File: src/rtl/clk_div_pkg.sv
// Shared types and helpers for the clk_div_bank multi-channel clock divider.
package clk_div_pkg;

   localparam int unsigned DIV_W_DEF = 8;

   typedef enum logic [1:0] {
      CH_IDLE,
      CH_LOW,
      CH_HIGH
   } ch_state_e;

   // Channel-select width; a single channel still needs a 1-bit select.
   function automatic int unsigned ch_w(input int unsigned n);
      return (n > 1) ? $clog2(n) : 1;
   endfunction

endpackage

File: src/rtl/clk_div_chan.sv
// One divider channel: counter, registered toggle output, shadow divisor with load on
// falling boundaries. The align input exists only when CLK_DIV_BANK_ALIGN_EN is defined.
module clk_div_chan
   import clk_div_pkg::*;
#(
   parameter int unsigned DIV_W   = DIV_W_DEF,
   parameter int unsigned DIV_RST = 1
) (
   input  logic             clk,
   input  logic             rst_n,
   input  logic             en,
`ifdef CLK_DIV_BANK_ALIGN_EN
   input  logic             align,
`endif
   input  logic             wr,
   input  logic [DIV_W-1:0] wr_div,
   output logic             pending,
   output logic             upd_done,
   output logic             active,
   output logic             bclock
);

   ch_state_e        state_q, state_d;
   logic [DIV_W-1:0] cnt_q, cnt_d;
   logic [DIV_W-1:0] div_q, div_d;
   logic [DIV_W-1:0] shadow_q, shadow_d;
   logic             pending_q, pending_d;
   logic             bclock_q, bclock_d;
   logic             upd_done_q;

   logic at_top;
   logic fall;
   logic align_hit;
   logic load;

`ifdef CLK_DIV_BANK_ALIGN_EN
   assign align_hit = align && (state_q != CH_IDLE);
`else
   assign align_hit = 1'b0;
`endif

   assign at_top = (cnt_q == div_q);
   assign fall   = (state_q == CH_HIGH) && at_top;
   // Divisor changes only where no phase can be shortened: idle, a falling edge, or align.
   assign load   = pending_q && ((state_q == CH_IDLE) || fall || align_hit);

   always_comb begin
      state_d   = state_q;
      cnt_d     = cnt_q;
      bclock_d  = bclock_q;
      div_d     = div_q;
      shadow_d  = shadow_q;
      pending_d = pending_q;

      unique case (state_q)
         CH_IDLE: begin
            cnt_d    = '0;
            bclock_d = 1'b0;
            if (en) state_d = CH_LOW;
         end
         CH_LOW: begin
            if (at_top) begin
               state_d  = CH_HIGH;
               bclock_d = 1'b1;
               cnt_d    = '0;
            end else begin
               cnt_d = cnt_q + DIV_W'(1);
            end
         end
         CH_HIGH: begin
            if (at_top) begin
               state_d  = en ? CH_LOW : CH_IDLE;
               bclock_d = 1'b0;
               cnt_d    = '0;
            end else begin
               cnt_d = cnt_q + DIV_W'(1);
            end
         end
         default: begin
            state_d  = CH_IDLE;
            bclock_d = 1'b0;
            cnt_d    = '0;
         end
      endcase

      if (align_hit) begin
         state_d  = en ? CH_LOW : CH_IDLE;
         bclock_d = 1'b0;
         cnt_d    = '0;
      end

      if (load) begin
         div_d     = shadow_q;
         pending_d = 1'b0;
      end

      if (wr) begin
         shadow_d  = wr_div;
         pending_d = 1'b1;
      end
   end

   always_ff @(posedge clk or negedge rst_n) begin
      if (!rst_n) begin
         state_q    <= CH_IDLE;
         cnt_q      <= '0;
         div_q      <= DIV_W'(DIV_RST);
         shadow_q   <= DIV_W'(DIV_RST);
         pending_q  <= 1'b0;
         bclock_q   <= 1'b0;
         upd_done_q <= 1'b0;
      end else begin
         state_q    <= state_d;
         cnt_q      <= cnt_d;
         div_q      <= div_d;
         shadow_q   <= shadow_d;
         pending_q  <= pending_d;
         bclock_q   <= bclock_d;
         upd_done_q <= load;
      end
   end

   assign pending  = pending_q;
   assign upd_done = upd_done_q;
   assign active   = (state_q != CH_IDLE);
   assign bclock   = bclock_q;

endmodule

File: src/rtl/clk_div_bank.sv
// Multi-channel programmable clock divider with valid/ready divisor updates.
// Define CLK_DIV_BANK_ALIGN_EN to add the align input for phase alignment.
module clk_div_bank
   import clk_div_pkg::*;
#(
   parameter int unsigned NUM_CH  = 4,
   parameter int unsigned DIV_W   = DIV_W_DEF,
   parameter int unsigned DIV_RST = 1
) (
   input  logic                    pclock,
   input  logic                    prst_n,
   input  logic [NUM_CH-1:0]       ch_en,
`ifdef CLK_DIV_BANK_ALIGN_EN
   input  logic                    align,
`endif
   input  logic                    cfg_valid,
   output logic                    cfg_ready,
   input  logic [ch_w(NUM_CH)-1:0] cfg_ch,
   input  logic [DIV_W-1:0]        cfg_div,
   output logic [NUM_CH-1:0]       upd_done,
   output logic [NUM_CH-1:0]       active,
   output logic [NUM_CH-1:0]       bclock
);

   localparam int unsigned CH_W = ch_w(NUM_CH);

   logic [NUM_CH-1:0] pending;
   logic [NUM_CH-1:0] wr;

   // Out-of-range selects match no channel: ready stays high and the write is dropped.
   always_comb begin
      cfg_ready = 1'b1;
      for (int i = 0; i < NUM_CH; i++) begin
         if (cfg_ch == CH_W'(i)) cfg_ready = !pending[i];
      end
   end

   always_comb begin
      wr = '0;
      for (int i = 0; i < NUM_CH; i++) begin
         wr[i] = cfg_valid && cfg_ready && (cfg_ch == CH_W'(i));
      end
   end

   for (genvar g = 0; g < NUM_CH; g++) begin : g_ch
      clk_div_chan #(
         .DIV_W  (DIV_W),
         .DIV_RST(DIV_RST)
      ) u_chan (
         .clk     (pclock),
         .rst_n   (prst_n),
         .en      (ch_en[g]),
`ifdef CLK_DIV_BANK_ALIGN_EN
         .align   (align),
`endif
         .wr      (wr[g]),
         .wr_div  (cfg_div),
         .pending (pending[g]),
         .upd_done(upd_done[g]),
         .active  (active[g]),
         .bclock  (bclock[g])
      );
   end

endmodule

File: config.mk
export PLATFORM = sky130hd
export DESIGN_NAME = clk_div_bank
export DESIGN_NICKNAME = d
export VERILOG_FILES = /design/src/rtl/clk_div_pkg.sv /design/src/rtl/clk_div_chan.sv /design/src/rtl/clk_div_bank.sv
export SDC_FILE = /design/constraint.sdc
export NUM_CORES = 1
export LEC_CHECK = 0
export ABC_AREA = 0
export CORE_ASPECT_RATIO = 0.7
export CORE_UTILIZATION = 60
export CTS_BUF_LIST = sky130_fd_sc_hd__clkbuf_8 sky130_fd_sc_hd__clkbuf_16
export DETAILED_ROUTE_END_ITERATION = 7
export DONT_BUFFER_PORTS = 1
export PLACE_DENSITY = 0.8
export REMOVE_ABC_BUFFERS = 1
export SLEW_MARGIN = 20
export SYNTH_ARGS = -nofsm -noshare
export SYNTH_HDL_FRONTEND = slang
export SYNTH_SLANG_ARGS = --single-unit
File: constraint.sdc
create_clock -name pclock -period 1.8 [get_ports pclock]
set_input_delay 0.27 -clock pclock [delete_from_list [all_inputs] [get_ports pclock]]
set_output_delay 0.27 -clock pclock [all_outputs]
set_load 0.02 [all_outputs]
==> results of run 1 <==
## stage by stage
| step | std cells | total power, uW |
|---|---|---|
| detailed placement | 757 | 7100 |
| floorplan | 590 | 6180 |
| global route | 802 | 11400 |
| CTS | 789 | 10600 |
| finish | 802 | 10800 |
| global placement | 757 | 6830 |
## how the worst min path moves through the flow
stage / endpoint / cells past startpoint
4_1_cts: g_ch[1].u_chan.upd_done / 0
5_1_grt: g_ch[2].u_chan.cnt_q[1] / 0
2_1_floorplan: g_ch[0].u_chan.bclock / 0
3_3_place_gp: g_ch[2].u_chan.bclock / 0
6_report: g_ch[3].u_chan.div_q[7] / 0
3_5_place_dp: g_ch[2].u_chan.state_q[1] / 0
## cells in the mapped netlist, drive strengths merged (3+ instances only)
| cell type | count |
|---|---|
| dfrtp | 108 |
| a21oi | 4 |
| clkinv | 3 |
| and3 | 39 |
| nor2 | 60 |
| o21ai | 7 |
| o211ai | 3 |
| nand2 | 7 |
| o32a | 4 |
| clkbuf | 15 |
| o22a | 4 |
| buf | 27 |
| nand4 | 8 |
| xnor2 | 39 |
| o311ai | 33 |
| nor3 | 30 |
| a21o | 3 |
| dfstp | 8 |
| inv | 52 |
| a221oi | 32 |
| and4 | 8 |
| a31oi | 4 |
| mux2 | 32 |
| xor2 | 17 |
| ha | 20 |
| o221ai | 3 |
| nand3 | 49 |
| a21boi | 4 |
## logic make-up after synthesis
family	after synthesis	synth area share
AO/OA/AOI/OAI	103	0.139
XOR/XNOR	56	0.0755
adder cells (fa/ha/maj)	20	0.0385
buffers and inverters	97	0.0714
flip-flops	116	0.448
multiplexers	33	0.0589
AND/OR/NAND/NOR	207	0.168
## state kept, by name, summed over array words and instances (netlist names)
signal,cells
g_ch.u_chan.shadow_q,32
g_ch.u_chan.upd_done,4
g_ch.u_chan.bclock,4
g_ch.u_chan.pending,4
g_ch.u_chan.div_q,32
g_ch.u_chan.state_q,8
g_ch.u_chan.cnt_q,32
## area by class of cell
class | instances | area, sq um | area share
clock buffers | 20 | 467 | 0.0630
repair buffers | 48 | 360 | 0.0487
flip-flops and latches | 116 | 2920 | 0.394
well taps | 132 | 165 | 0.0223
multi-input cells | 419 | 3150 | 0.425
inverters | 55 | 206 | 0.0279
clock inverters | 12 | 136 | 0.0184
## what timing repair did
action                     CTS  global route
hold endpoints to repair   116           116
buffers inserted             0            13
resized for setup            5            10
setup endpoints to repair    3            23
## metal layers
layer | vias to the layer above | share of wire
met2 | 209 | 0.48
li1 | 2341 | -
met1 | 2608 | 0.45
met3 | 43 | 0.054
met4 | 0 | 0.021
met5 | - | 0
## power groups by stage
stage	clock network [uW]	registers, uW	logic (uW)
floorplan	0	3920	2270
global placement	0	4090	2740
detailed placement	0	4140	2960
CTS	3460	4120	3030
global route	3580	4210	3580
finish	3440	4140	3240
==> parameters.txt, run 1 <==
Parameter                              Value

Place
  Worst setup timing slack at the placement stage ... 0.00161 ns
  Post-place instance area ... 6670 sq um
  Final weighted congestion in routability-driven placement ... 0.802
  Number of I/O port buffers ... 0
  Half-perimeter wire length after detailed placement ... 10,200 um

Run
  Max-cap check violation count ... 0

Global routing
  Vias in the first global route ... 5,203
  Total track usage ... 0.293
  Met3 track utilization from global routing ... 0.0473
  Met1 Use GR ... 0.379
  Layer carrying the most global-route usage ... met2
  Wire length of the first global-routing pass ... 25,400 um
  Largest net degree at the start of global routing ... 117
  Overflow left after global routing ... 0
  Met2 layer usage reported by global route ... 0.498
  Initial antenna violation count ... 0

Synthesis
  Mapped Area ... 6500 sq um
  Main area contributors after synthesis ... sky130_fd_sc_hd__dfrtp_1 (42%), sky130_fd_sc_hd__mux2_2 (5.5%), sky130_fd_sc_hd__xnor2_1 (5.3%), sky130_fd_sc_hd__a221oi_1 (4.3%), sky130_fd_sc_hd__o311ai_0 (4.3%)
  Primary FF master, synth ... sky130_fd_sc_hd__dfrtp_1
  Mapped Cells ... 632
  Number of synthesized register bits ... 116
  Share of async-settable or async-resettable flops after synthesis ... 1.00
  Mean instance size in the synthesized netlist ... 10.3 sq um
  Number of distinct library cells after synthesis ... 46
  Library cell with the largest summed area after synthesis ... sky130_fd_sc_hd__dfrtp_1
  Fraction of post-synthesis cell area in the top cell type by area ... 0.416
  EDFF count, synth ... 0
  Sequential cell area fraction in the yosys report ... 0.448
  Yosys warning total ... 0

Floorplan
  Die extent in y ... 89.1 um
  Chip width ... 126 um
  Initial core utilization ... 0.623
  Num ports ... 30
  Core outline area ... 10,400 sq um
  Num rows ... 31
  Floorplan die area ... 11,300 sq um

Power
  Clock group share of total power ... 0.318
  Cell Pwr Density ... 1460 nW/um^2
  Sequential power share ... 0.382
  Internal power component ... 7120 uW
  Net switching power of the design ... 3700 uW
  Max rail drop VDD ... 858 uV
  Relative contribution of combinational cells to total power ... 0.300
  Net Sw Frac ... 0.342
  Leakage power of the design ... 0.00340 uW

Critical path
  Sort of element at the end of the critical path ... primary output
  Startpoint class of the critical path ... register
  Crit. Startpoint ... g_ch[3].u_chan.pending
  Worst R2R Setup Slack ... 0.11 ns
  Maximum fanout count along the critical path ... 6
  Gate family responsible for the most delay along the worst path ... multiplexers
  Delay of the slowest critical-path stage ... 0.51 ns
  Worst setup path end ... cfg_ready
  Critical path class ... register to primary output
  Worst path required time ... 1.53 ns
  Chain of cells forming the critical path ... mux4_2, inv_2
  Number of cells on the worst reg-to-reg path ... 7
  Critical path buffer and inverter count ... 1
  CP Depth ... 2
  Slowest CP cell ... sky130_fd_sc_hd__mux4_2
  Signal arrival time at the worst endpoint ... 1.51 ns
  Worst r2r src ... g_ch[2].u_chan.state_q[0]
  Critical register-to-register path endpoint ... g_ch[2].u_chan.div_q[6]

CTS
  CTS Sinks ... 116
  Worst-Skew Late Latency ... 0.41 ns
  CTS buffer count ... 17
  # H-tree levels ... 4
  Clock transition time at the flip-flop clock pins of the worst setup and hold paths ... 0.06 ns
  TritonCTS clock tree ... yes
  Master cell of the clock root buffer ... sky130_fd_sc_hd__clkbuf_16
  Maximum buffer depth of the clock tree ... 2

Outcome
  Violated checks ... hold timing
  Outcome ... finished with violations

Timing
  Final-report max-slew violation count ... 0
  Total count of hold-check failures in the final report ... 116
  Final critical-path share of the clock period ... 0.987
  Fin Clk Skew ... 0.00597 ns
  Final critical path time including I/O delays and setup ... 1.78 ns
  Final number of setup-violating endpoints ... 0
  Transition time at the pin with the least slew margin ... 0.503 ns
  Final total negative setup slack ... 0 ns
  Top achievable clock speed ... 563 MHz
  Final WS setup ... 0.0236 ns
  Hold Worst Slack ... -0.448 ns
  Relative slew slack ... 0.664

Cells and area
  Area overhead of the layout relative to synthesis ... 13.9%
  Post-layout nets ... 694
  Final core utilization ... 0.709
  Most used cells in the layout excluding fill and tap cells ... sky130_fd_sc_hd__dfrtp_1 (104), sky130_fd_sc_hd__nor2_1 (58), sky130_fd_sc_hd__inv_1 (53)
  Filler instances ... 735
  Commonest non-fill, non-tap cell in the layout ... sky130_fd_sc_hd__dfrtp_1
  Fin area ... 7400 sq um
  Diodes inserted ... 0
  Layout cells sized above 1 ... 0.212

Route
  Via-per-instance ratio ... 6.49
  Number of DRC violations after detailed-routing iteration 0 ... 468
  Number of iterations in the first detailed-routing pass ... 5
  Via count ... 5,201
  Remaining antenna violation count after routing ... 0
  Final routed wirelength across all metal layers ... 15,400 um
  Routed wirelength normalized by instance count ... 19.2 um
  Drc violations ... 0

Hold path
  Hold Path Class ... primary input to async pin
No activity file was read; power rests on OpenSTA's default activity.
==> run 2: changes to the inputs <==
- SKIP_LAST_GASP: unset -> 1
==> parameters.txt, run 2 (synthesized netlist as in run 1, its figures left out) <==
Parameter                              Value

Timing
  Final critical-path share of the clock period ... 0.981
  Final critical path time including I/O delays and setup ... 1.77 ns
  Transition time at the pin with the least slew margin ... 0.502 ns
  Fin Clk Skew ... 0.00538 ns
  Top achievable clock speed ... 567 MHz
  Total count of hold-check failures in the final report ... 116
  Final WS setup ... 0.0349 ns
  Final-report max-slew violation count ... 0
  Final number of setup-violating endpoints ... 0
  Hold Worst Slack ... -0.447 ns
  Relative slew slack ... 0.664

Critical path
  Worst setup path end ... cfg_ready
  Chain of cells forming the critical path ... mux4_2, inv_2
  Critical path class ... register to primary output
  Crit. Startpoint ... g_ch[2].u_chan.pending
  Worst path required time ... 1.53 ns
  Startpoint class of the critical path ... register
  Critical register-to-register path endpoint ... g_ch[3].u_chan.div_q[1]
  Maximum fanout count along the critical path ... 6
  Delay of the slowest critical-path stage ... 0.51 ns
  Sort of element at the end of the critical path ... primary output
  Number of cells on the worst reg-to-reg path ... 5
  Worst R2R Setup Slack ... 0.11 ns
  Worst r2r src ... g_ch[3].u_chan.pending
  Slowest CP cell ... sky130_fd_sc_hd__mux4_2
  Signal arrival time at the worst endpoint ... 1.50 ns

CTS
  Worst-Skew Late Latency ... 0.41 ns
  Master cell of the clock root buffer ... sky130_fd_sc_hd__clkbuf_16
  CTS buffer count ... 17
  # H-tree levels ... 4
  TritonCTS clock tree ... yes
  Maximum buffer depth of the clock tree ... 2
  Clock transition time at the flip-flop clock pins of the worst setup and hold paths ... 0.06 ns
  CTS Sinks ... 116

Global routing
  Initial antenna violation count ... 0
  Total track usage ... 0.293
  Largest net degree at the start of global routing ... 117
  Overflow left after global routing ... 0
  Vias in the first global route ... 5,203
  Wire length of the first global-routing pass ... 25,400 um

Floorplan
  Num ports ... 30
  Die extent in y ... 89.1 um
  Initial core utilization ... 0.623
  Chip width ... 126 um
  Num rows ... 31
  Core outline area ... 10,400 sq um
  Floorplan die area ... 11,300 sq um

Route
  Drc violations ... 0
  Via-per-instance ratio ... 6.47
  Final routed wirelength across all metal layers ... 15,300 um
  Via count ... 5,180
  Remaining antenna violation count after routing ... 0
  Routed wirelength normalized by instance count ... 19.1 um
  Number of DRC violations after detailed-routing iteration 0 ... 482
  Number of iterations in the first detailed-routing pass ... 5

Hold path
  Hold Path Class ... primary input to async pin

Power
  Net Sw Frac ... 0.341
  Cell Pwr Density ... 1460 nW/um^2
  Internal power component ... 7110 uW
  Leakage power of the design ... 0.00340 uW
  Relative contribution of combinational cells to total power ... 0.299
  Max rail drop VDD ... 856 uV
  Net switching power of the design ... 3690 uW
  Sequential power share ... 0.383
  Clock group share of total power ... 0.318

Cells and area
  Diodes inserted ... 0
  Post-layout nets ... 693
  Most used cells in the layout excluding fill and tap cells ... sky130_fd_sc_hd__dfrtp_1 (104), sky130_fd_sc_hd__nor2_1 (58), sky130_fd_sc_hd__inv_1 (53)
  Layout cells sized above 1 ... 0.211
  Area overhead of the layout relative to synthesis ... 13.8%
  Biggest registers after layout ... g_ch.u_chan.cnt_q: 32 flops, g_ch.u_chan.div_q: 32 flops, g_ch.u_chan.shadow_q: 32 flops
  Commonest non-fill, non-tap cell in the layout ... sky130_fd_sc_hd__dfrtp_1

Place
  Final weighted congestion in routability-driven placement ... 0.802
  Number of I/O port buffers ... 0
  Worst setup timing slack at the placement stage ... 0.00161 ns
  Half-perimeter wire length after detailed placement ... 10,200 um

Run
  Max-cap check violation count ... 0

Outcome
  Outcome ... finished with violations
  Violated checks ... hold timing
run 2: through the flow:
stage                     setup TNS [ns]   util  total power [uW]  cell area, sq um  instances
after global placement                 0  0.639              6830              6670        757
after CTS                        -0.0549  0.697             10600              7270        789
after floorplan                    -2.36      -              6180              6240        590
after global routing             -0.0175  0.709             11400              7390        801
final                                  0  0.709             10800              7390        801
after detailed placement               0  0.639              7100              6670        757
run 2: worst max-delay path, delay by kind of cell (launching register included):
family                 cells  cell delay [ns]
buffers and inverters      1             0.12
DFF                        1             0.46
muxes                      1             0.51
run 2: worst min-delay path by stage:
stage	start	to	slack, ns	depth (start not counted)
finish	prst_n	g_ch[3].u_chan.div_q[7]	-0.45	0
global route	prst_n	g_ch[2].u_chan.cnt_q[1]	-0.45	0
CTS	prst_n	g_ch[1].u_chan.upd_done	-0.45	0
detailed placement	prst_n	g_ch[2].u_chan.state_q[1]	-0.02	0
global placement	prst_n	g_ch[2].u_chan.bclock	-0.02	0
floorplan	prst_n	g_ch[0].u_chan.bclock	-0.03	0
run 2: final cells by class:
type / count / area (sq um)
clock inverter: 12 / 136
tap: 132 / 165
sequential: 116 / 2920
multi-input combinational: 419 / 3150
inverter: 55 / 206
fill: 735 / 3040
timing repair buffer: 47 / 353
clock buffer: 20 / 467
run 2: power groups by stage:
stage / Sequential (uW) / Combinational (uW) / Clock [uW]
after floorplan: 3920 / 2270 / 0
after global placement: 4090 / 2740 / 0
after detailed placement: 4140 / 2960 / 0
after CTS: 4120 / 3030 / 3460
after global routing: 4210 / 3570 / 3580
final: 4130 / 3230 / 3440
run 2: what timing repair did:
action,4_1_cts,5_1_grt
setup buffers,0,12
resized for setup,4,11
pin swaps,0,0
endpoints found under the setup margin,3,23
cloned,0,0
endpoints found under the hold margin,116,116
run 2: routing by layer:
layer / vias to the layer above / track usage / wire (um) / part of all wire
li1: 2345 / - / - / -
met1: 2567 / 0.379 / 6780 / 0.44
met2: 234 / 0.498 / 7310 / 0.48
met3: 34 / 0.0473 / 918 / 0.060
met4: 0 / 0.127 / 307 / 0.020
met5: - / 0 / 0 / 0
==> run 3: changes to the inputs <==
- PLACE_DENSITY: 0.8 -> 0.76
==> parameters.txt, run 3 (synthesized netlist as in run 1, its figures left out) <==
Parameter                              Value

CTS
  Clock transition time at the flip-flop clock pins of the worst setup and hold paths ... 0.05 ns
  # H-tree levels ... 4
  CTS Sinks ... 116
  CTS buffer count ... 17
  Master cell of the clock root buffer ... sky130_fd_sc_hd__clkbuf_16
  Worst-Skew Late Latency ... 0.42 ns
  Maximum buffer depth of the clock tree ... 2
  TritonCTS clock tree ... yes
  Cts-stage hold buffer count ... 7

Floorplan
  Initial core utilization ... 0.623
  Chip width ... 126 um
  Num ports ... 30
  Floorplan die area ... 11,300 sq um
  Num rows ... 31
  Die extent in y ... 89.1 um
  Core outline area ... 10,400 sq um

Cells and area
  Area of combinational cells with multiple inputs ... 3160 sq um
  Area overhead of the layout relative to synthesis ... 15.3%
  Sequential cell area ... 2920 sq um
  Final std cells w/o fill ... 806
  Post-layout nets ... 699
  Final core utilization ... 0.718
  Most used cells in the layout excluding fill and tap cells ... sky130_fd_sc_hd__dfrtp_1 (106), sky130_fd_sc_hd__nor2_1 (58), sky130_fd_sc_hd__inv_1 (52)
  Filler instances ... 717
  Biggest registers after layout ... g_ch.u_chan.cnt_q: 32 flops, g_ch.u_chan.div_q: 32 flops, g_ch.u_chan.shadow_q: 32 flops
  Commonest non-fill, non-tap cell in the layout ... sky130_fd_sc_hd__dfrtp_1
  Diodes inserted ... 0
  Layout cells sized above 1 ... 0.205

Critical path
  Number of cells on the worst reg-to-reg path ... 5
  Critical path class ... register to primary output
  Signal arrival time at the worst endpoint ... 1.47 ns
  Worst path required time ... 1.53 ns
  Sort of element at the end of the critical path ... primary output
  Startpoint class of the critical path ... register
  Maximum fanout count along the critical path ... 5

Global routing
  Total track usage ... 0.297
  Largest net degree at the start of global routing ... 117
  Overflow left after global routing ... 0
  Vias in the first global route ... 5,196
  Wire length of the first global-routing pass ... 25,600 um
  Initial antenna violation count ... 1

Run
  Max-cap check violation count ... 0

Timing
  Final-report max-slew violation count ... 0
  Top achievable clock speed ... 573 MHz
  Final critical-path share of the clock period ... 0.969
  Setup repair after global routing missed its margin ... true
  Transition time at the pin with the least slew margin ... 0.556 ns
  Final critical path time including I/O delays and setup ... 1.74 ns
  Relative slew slack ... 0.629
  Final number of setup-violating endpoints ... 0
  Total count of hold-check failures in the final report ... 116
  Hold Worst Slack ... -0.451 ns
  Fin Clk Skew ... 0.00943 ns

Power
  Relative contribution of combinational cells to total power ... 0.298
  Net switching power of the design ... 3690 uW
  Net Sw Frac ... 0.335
  Cell Pwr Density ... 1470 nW/um^2
  Sequential power share ... 0.374
  Total power of the final layout ... 11,000 uW
  Max rail drop VDD ... 829 uV
  Internal power component ... 7330 uW
  Clock group share of total power ... 0.328
  Leakage power of the design ... 0.00343 uW

Route
  Remaining antenna violation count after routing ... 0
  Via-per-instance ratio ... 6.49
  Number of iterations in the first detailed-routing pass ... 5
  Via count ... 5,232
  Drc violations ... 0
  Final routed wirelength across all metal layers ... 15,600 um
  Number of DRC violations after detailed-routing iteration 0 ... 480
  Routed wirelength normalized by instance count ... 19.4 um

Place
  Final weighted congestion in routability-driven placement ... 0.805
  Inst Count DP ... 758
  Half-perimeter wire length after detailed placement ... 9930 um
  Number of I/O port buffers ... 0

Outcome
  Violated checks ... hold timing
  Outcome ... finished with violations

Hold path
  Hold Path Class ... primary input to async pin
run 3: changes by cell type in the layout (fill, tap and decap cells not counted), sizes merged:
cell         delta
clkbuf          -2
bufinv          +2
inv             +1
dlygate4sd3     +7
buf             -1
clkinv          -4
clkinvlp        +2
run 3: what timing repair did:
| action | in CTS | in global routing |
|---|---|---|
| endpoints found under the hold margin | 131 | 116 |
| resized for setup | 5 | 13 |
| setup endpoints to repair | 5 | 26 |
| buffers inserted | 2 | 8 |
| pin swaps | 0 | 1 |
run 3: critical path: stages, from the launching register on:
cell	delay [ns]
sky130_fd_sc_hd__dfrtp_2	0.44
sky130_fd_sc_hd__mux4_2	0.50
sky130_fd_sc_hd__inv_2	0.12
run 3: final timing paths:
check / start / end / slack (ns)
min in group pclock: cfg_div[0] / g_ch[1].u_chan.shadow_q[0] / 0.01
hold / removal: prst_n / g_ch[2].u_chan.state_q[0] / -0.45
setup / recovery: g_ch[0].u_chan.pending / cfg_ready / 0.06
max in group asynchronous: prst_n / g_ch[3].u_chan.shadow_q[0] / 2.01
setup reg to reg: g_ch[3].u_chan.state_q[0] / g_ch[3].u_chan.div_q[4] / 0.06
hold reg to reg: g_ch[3].u_chan.cnt_q[0] / g_ch[3].u_chan.cnt_q[0] / 0.52
run 3: cell type report:
cell class | instances | area share
Tap cell | 132 | 0.0220
Clock buffer | 18 | 0.0586
Clock inverter | 13 | 0.0256
Sequential cell | 116 | 0.389
Inverter | 55 | 0.0276
Timing Repair Buffer | 53 | 0.0554
Multi-Input combinational cell | 419 | 0.422
run 3: routing by layer:
layer,up-vias,GRT usage,share of wire,routed length (um)
li1,2349,-,-,-
met1,2558,0.394,0.43,6770
met2,277,0.468,0.46,7120
met3,44,0.0850,0.090,1400
met4,4,0.116,0.019,295
met5,-,0,0.0016,25
run 3: power groups by stage:
stage / clock [uW] / sequential (uW) / combinational [uW]
floorplan: 0 / 3920 / 2270
global placement: 0 / 4090 / 2780
detailed placement: 0 / 4130 / 2970
CTS: 3660 / 4100 / 3110
global route: 3770 / 4190 / 3650
finish: 3620 / 4120 / 3280
run 3: metrics by stage:
| stage | setup slack [ns] | hold WS [ns] | area, sq um | setup TNS, ns |
|---|---|---|---|---|
| 2_1_floorplan | -0.171 | -0.0256 | 6240 | -2.36 |
| 3_3_place_gp | 0.155 | -0.0220 | 6680 | 0 |
| 3_5_place_dp | 0.0228 | -0.0224 | 6680 | 0 |
| 4_1_cts | -0.00902 | -0.462 | 7410 | -0.00902 |
| 5_1_grt | -0.0348 | -0.467 | 7490 | -0.0411 |
| 6_report | 0.0562 | -0.451 | 7490 | 0 |
